### src/rtl/reorder_buf.sv
// In-order retirement buffer: allocates tags at issue, collects RS/SLB results, retires in order.
// Define ROB_BYPASS_EN to forward same-cycle writebacks onto the operand query ports.
module reorder_buf #(
    parameter int ROB_SIZE = 16,
    parameter int TAG_W    = 4,
    parameter int XLEN     = 32
) (
    input  logic             clk,
    input  logic             rst,
    input  logic             rdy,
    input  logic             alloc_valid,
    input  logic [1:0]       alloc_kind,
    input  logic [4:0]       alloc_rd,
    input  logic             alloc_pred_taken,
    input  logic [XLEN-1:0]  alloc_alt_pc,
    output logic             alloc_ready,
    output logic [TAG_W-1:0] alloc_tag,
    input  logic             rs_wb_valid,
    input  logic [TAG_W-1:0] rs_wb_tag,
    input  logic [XLEN-1:0]  rs_wb_value,
    input  logic             rs_wb_jump_valid,
    input  logic [XLEN-1:0]  rs_wb_jumppc,
    input  logic             slb_wb_valid,
    input  logic [TAG_W-1:0] slb_wb_tag,
    input  logic [XLEN-1:0]  slb_wb_value,
    input  logic [TAG_W-1:0] q1_tag,
    input  logic [TAG_W-1:0] q2_tag,
    output logic             q1_ready,
    output logic             q2_ready,
    output logic [XLEN-1:0]  q1_value,
    output logic [XLEN-1:0]  q2_value,
    output logic             commit_valid,
    output logic [TAG_W-1:0] commit_tag,
    output logic [4:0]       commit_rd,
    output logic [XLEN-1:0]  commit_value,
    output logic             commit_wr,
    output logic             commit_store,
    output logic             clear_flag,
    output logic [XLEN-1:0]  redirect_pc
);
    localparam logic [1:0] KIND_REG    = 2'd0;
    localparam logic [1:0] KIND_BRANCH = 2'd1;
    localparam logic [1:0] KIND_JALR   = 2'd2;
    localparam logic [1:0] KIND_STORE  = 2'd3;
    localparam logic [TAG_W:0] CAP = (TAG_W+1)'(ROB_SIZE);

    logic [ROB_SIZE-1:0] busy;
    logic [ROB_SIZE-1:0] ready;
    logic [ROB_SIZE-1:0] pred_taken;
    logic [1:0]          kind   [ROB_SIZE];
    logic [4:0]          rd     [ROB_SIZE];
    logic [XLEN-1:0]     alt_pc [ROB_SIZE];
    logic [XLEN-1:0]     value  [ROB_SIZE];
    logic [XLEN-1:0]     jumppc [ROB_SIZE];

    logic [TAG_W-1:0] head;
    logic [TAG_W-1:0] tail;
    logic [TAG_W:0]   count;

    logic            do_alloc;
    logic            rs_hit;
    logic            slb_hit;
    logic            flush;
    logic [1:0]      head_kind;
    logic [XLEN-1:0] head_value;

    assign alloc_ready = (count < CAP) && !clear_flag;
    assign alloc_tag   = tail;
    assign do_alloc    = rdy && alloc_valid && alloc_ready;

    // Writebacks are dropped while the flush pulse is out.
    assign rs_hit  = rs_wb_valid  && busy[rs_wb_tag]  && !clear_flag;
    assign slb_hit = slb_wb_valid && busy[slb_wb_tag] && !clear_flag;

    assign head_kind    = kind[head];
    assign head_value   = value[head];
    assign commit_valid = rdy && (count != '0) && busy[head] && ready[head] && !clear_flag;
    assign commit_tag   = head;
    assign commit_rd    = commit_valid ? rd[head] : 5'd0;
    assign commit_value = commit_valid ? head_value : '0;
    assign commit_wr    = commit_valid && (head_kind == KIND_REG || head_kind == KIND_JALR)
                          && (rd[head] != 5'd0);
    assign commit_store = commit_valid && (head_kind == KIND_STORE);
    assign flush        = commit_valid && ((head_kind == KIND_JALR) ||
                          (head_kind == KIND_BRANCH && head_value[0] != pred_taken[head]));

    always_ff @(posedge clk) begin
        if (rst) begin
            busy        <= '0;
            ready       <= '0;
            head        <= '0;
            tail        <= '0;
            count       <= '0;
            clear_flag  <= 1'b0;
            redirect_pc <= '0;
        end else if (rdy) begin
            clear_flag <= flush;
            if (flush) begin
                redirect_pc <= (head_kind == KIND_JALR) ? jumppc[head] : alt_pc[head];
                busy        <= '0;
                head        <= '0;
                tail        <= '0;
                count       <= '0;
            end else begin
                if (rs_hit)  ready[rs_wb_tag]  <= 1'b1;
                if (slb_hit) ready[slb_wb_tag] <= 1'b1;
                if (do_alloc) begin
                    busy[tail]  <= 1'b1;
                    ready[tail] <= 1'b0;
                    tail        <= tail + TAG_W'(1);
                end
                if (commit_valid) begin
                    busy[head] <= 1'b0;
                    head       <= head + TAG_W'(1);
                end
                count <= count + (TAG_W+1)'(do_alloc) - (TAG_W+1)'(commit_valid);
            end
        end
    end

    // Payload storage; validity is tracked by busy/ready, so no reset here.
    always_ff @(posedge clk) begin
        if (rdy && !flush) begin
            if (rs_hit) begin
                value[rs_wb_tag] <= rs_wb_value;
                if (rs_wb_jump_valid) jumppc[rs_wb_tag] <= rs_wb_jumppc;
            end
            if (slb_hit) value[slb_wb_tag] <= slb_wb_value;
            if (do_alloc) begin
                kind[tail]       <= alloc_kind;
                rd[tail]         <= alloc_rd;
                pred_taken[tail] <= alloc_pred_taken;
                alt_pc[tail]     <= alloc_alt_pc;
            end
        end
    end

    logic [TAG_W-1:0] q_tag [2];
    logic             q_rdy [2];
    logic [XLEN-1:0]  q_val [2];

    assign q_tag[0] = q1_tag;
    assign q_tag[1] = q2_tag;

    always_comb begin
        for (int i = 0; i < 2; i++) begin
            q_rdy[i] = busy[q_tag[i]] && ready[q_tag[i]];
            q_val[i] = q_rdy[i] ? value[q_tag[i]] : '0;
`ifdef ROB_BYPASS_EN
            if (slb_hit && slb_wb_tag == q_tag[i]) begin
                q_rdy[i] = 1'b1;
                q_val[i] = slb_wb_value;
            end else if (rs_hit && rs_wb_tag == q_tag[i]) begin
                q_rdy[i] = 1'b1;
                q_val[i] = rs_wb_value;
            end
`else
`endif
        end
    end

    assign q1_ready = q_rdy[0];
    assign q2_ready = q_rdy[1];
    assign q1_value = q_val[0];
    assign q2_value = q_val[1];
endmodule

### config.mk
export PLATFORM = sky130hd
export DESIGN_NAME = reorder_buf
export DESIGN_NICKNAME = d
export VERILOG_FILES = /design/src/rtl/reorder_buf.sv
export SDC_FILE = /design/constraint.sdc
export NUM_CORES = 2
export LEC_CHECK = 0
export ABC_CLOCK_PERIOD_IN_PS = 14500
export BUFFER_PORTS_ARGS = -buffer_cell sky130_fd_sc_hd__buf_2
export CORE_UTILIZATION = 40
export CTS_CLUSTER_SIZE = 12
export DETAILED_ROUTE_END_ITERATION = 16
export PLACE_DENSITY = 0.59
export SYNTH_ARGS = -nofsm -noshare
export SYNTH_HDL_FRONTEND = slang
export SYNTH_SLANG_ARGS = --single-unit
### constraint.sdc
create_clock -name clk -period 14.5 [get_ports clk]
set_clock_uncertainty 0.15 [all_clocks]
set_input_delay 0.725 -clock clk [delete_from_list [all_inputs] [get_ports clk]]
set_output_delay 0.725 -clock clk [all_outputs]
set_load 0.01 [all_outputs]
==> flow_summary.ini <==
[status]
outcome = completed

[route]
drc = 0
via_count = 45400
antenna_left = 0
wl_per_cell_um = 35.1
drtIter0Drc = 4685
wirelength_mm = 254
via_per_inst = 6.29
firstDrtPassIters = 6

[synthesis]
netlist.area_leader.share_pct = 60.9
ys_ff_latch = 1746
yosysUniqueCellTypes = 59
synth_ff_type = edfxtp_1
ys_top_cells_by_area = edfxtp_1 61%, mux4_2 23%, mux2_2 6.8%, dfxtp_1 2.0%, clkbuf_1 0.88%
synth_nets = 4306
synth_edf_count = 1664
netlist_instances = 4132
yosys_warnings = 0
synth.cell_area_sq_mm = 0.0821
synth.largest_area_cell = edfxtp_1
async_reset_ff_share_pct = 0
seq_area_frac_synth_pct = 62.9
avgSynthCellArea_sq_um = 19.9

[critical_path]
regToRegSetupSlack_ns = 8.27
required_ns = 14.80
crit_family = buffers and inverters
critPathArrivalTime_ns = 6.53
crit_buf_inv = 4
crit_fanout = 151
critical_path_class = flop to flop
cp_num_cells = 10
cp-endpoint = alt_pc[15][4]
worst_path_most_repeated_cell = buf_4
cp-start-kind = flop
worst-r2r-cell-count = 10
crit_chain = buf_12 -> mux4_2 -> nand2_1 -> and4_1 -> nand2_8 -> o2bb2ai_4 -> buf_4 -> buf_4 -> nor3_2 -> buf_4
cp-end-kind = flop
slowest_delay_ns = 0.95
r2r-end = alt_pc[15][4]
slowest_stage = buf_4

[power]
p_leak_nw = 28.8
p_per_area_mw_per_mm2 = 115
power.total_mw = 10.7
vdd_drop_max_uv = 145

[clock_tree]
clkTransAtPathRegs_ns = 0.06
cts-resized-gates = 0
clk_path_buf_depth = 3
cts.sinks = 1746
clk_latency_ns = 0.87
cts_buffers = 189
cts_tree = done
h-tree-depth = 4
cts_root_buffer = clkbuf_16
cts_setup_buffers = 0
cts_hold_buf = 1

[floorplan]
die_h_um = 455
initial_utilization_pct = 40.4
row_count = 165
die_area_sq_mm = 0.207
coreArea_sq_mm = 0.203
chipWidth_um = 455
ioPinCount = 307

[sta]
hold_ws_ns = 0.0805
relSlewSlack_pct = 21.2
drv_slew = 0
post-route-period-util_pct = 42.9
fin_tns_setup_ns = 0
hold_violations = 0
rsz0062_at_grt = false
clock.fmax_mhz = 161
setup_violations = 0
worstMarginPinSlew_ns = 1.18
fin_crit_ns = 6.23

[min_path]
hold_depth = 1
hold_path_class = input pin to flop

[flow_run]
max_cap_violations = 0

[grt]
grt_max_degree = 152
grt_pass1_vias = 46100
overflow = 0
grt_antenna_before_repair = 59
grt_pass1_wl_mm = 356
track_usage_pct = 24.5

[final_layout]
syn_to_final_growth_pct = 13.0
drive_gt1_share_pct = 45.9
final_nets = 4542
final_common_cell = edfxtp_1
post-route-util_pct = 45.7
layout_common_cells = 1664 x edfxtp_1, 834 x mux4_2, 493 x mux2_2, 299 x buf_2, 189 x clkbuf_16

[placed_design]
gp_congestion = 0.870
io_buffers = 306
place_hpwl_mm = 131
registers in the layout (all words and copies together), names as in the netlist, named ones only:
register and cells:
alt_pc 512, jumppc 512, value 512, rd 80, kind 32, redirect_pc 32, busy 16, pred_taken 16
ready 16, count 5, alloc_tag 4, commit_tag 4, clear_flag 1
final cells by class:
cell class	count	area, sq um
diodes	21	52.6
clock buffers	270	5130
clock inverters	79	896
fillers	17200	110000
inverters	17	63.8
multi-input cells	1999	29200
flip-flops and latches	1746	51600
well taps	2672	3340
repair buffers	415	2440
synth_stat cells (all sizes together) (42+ instances only):
library cell / count
mux4: 834
edfxtp: 1664
mux2: 512
dfxtp: 82
nor2b: 73
nand2b: 42
nor3: 61
clkbuf: 193
nor2: 81
buf: 177
mux2i: 64
nand2: 50
per-layer routing:
metal,global-route usage [%],vias to the layer above,wire (um)
li1,-,18000,-
met1,31.7,24600,97800
met2,41.2,2173,127000
met3,4.19,545,18400
met4,9.54,26,10100
met5,0,-,169
logic make-up (layout without fill, tap and decap cells):
group / after synthesis / after routing / synth area share (%)
compound gates: 144 / 144 / 1.32
xor+xnor: 8 / 8 / 0.0854
fa+ha+maj: 15 / 15 / 0.238
buf+inv: 387 / 781 / 1.98
flops: 1746 / 1746 / 62.9
mux: 1410 / 1410 / 30.7
other cells: 0 / 21 / 0
simple gates: 422 / 422 / 2.81
where the power goes:
part,total (mW),switching (mW),internal [mW]
Sequential,5.53,0.00379,5.52
Clock,4.72,2.07,2.64
Combinational,0.428,0.239,0.189
stage by stage:
stage	cells	instance area, sq um	setup WS (ns)
after floorplan	4132	82100	8.49
after CTS	7198	92700	8.19
final	7219	92800	8.27
after global routing	7212	92800	8.00
after global placement	6848	86700	8.29
after detailed placement	6848	86700	8.25
how the worst min path moves through the flow:
stage                    endpoint             start  slack [ns]
CTS                 jumppc[1][20]  rs_wb_jumppc[20]        0.02
floorplan                count[2]          count[2]        0.31
detailed placement       count[2]          count[2]        0.34
finish              jumppc[1][20]  rs_wb_jumppc[20]        0.08
global placement         count[2]          count[2]        0.33
global route        alt_pc[1][26]  alloc_alt_pc[26]        0.05
No activity file was read; power rests on OpenSTA's default activity.
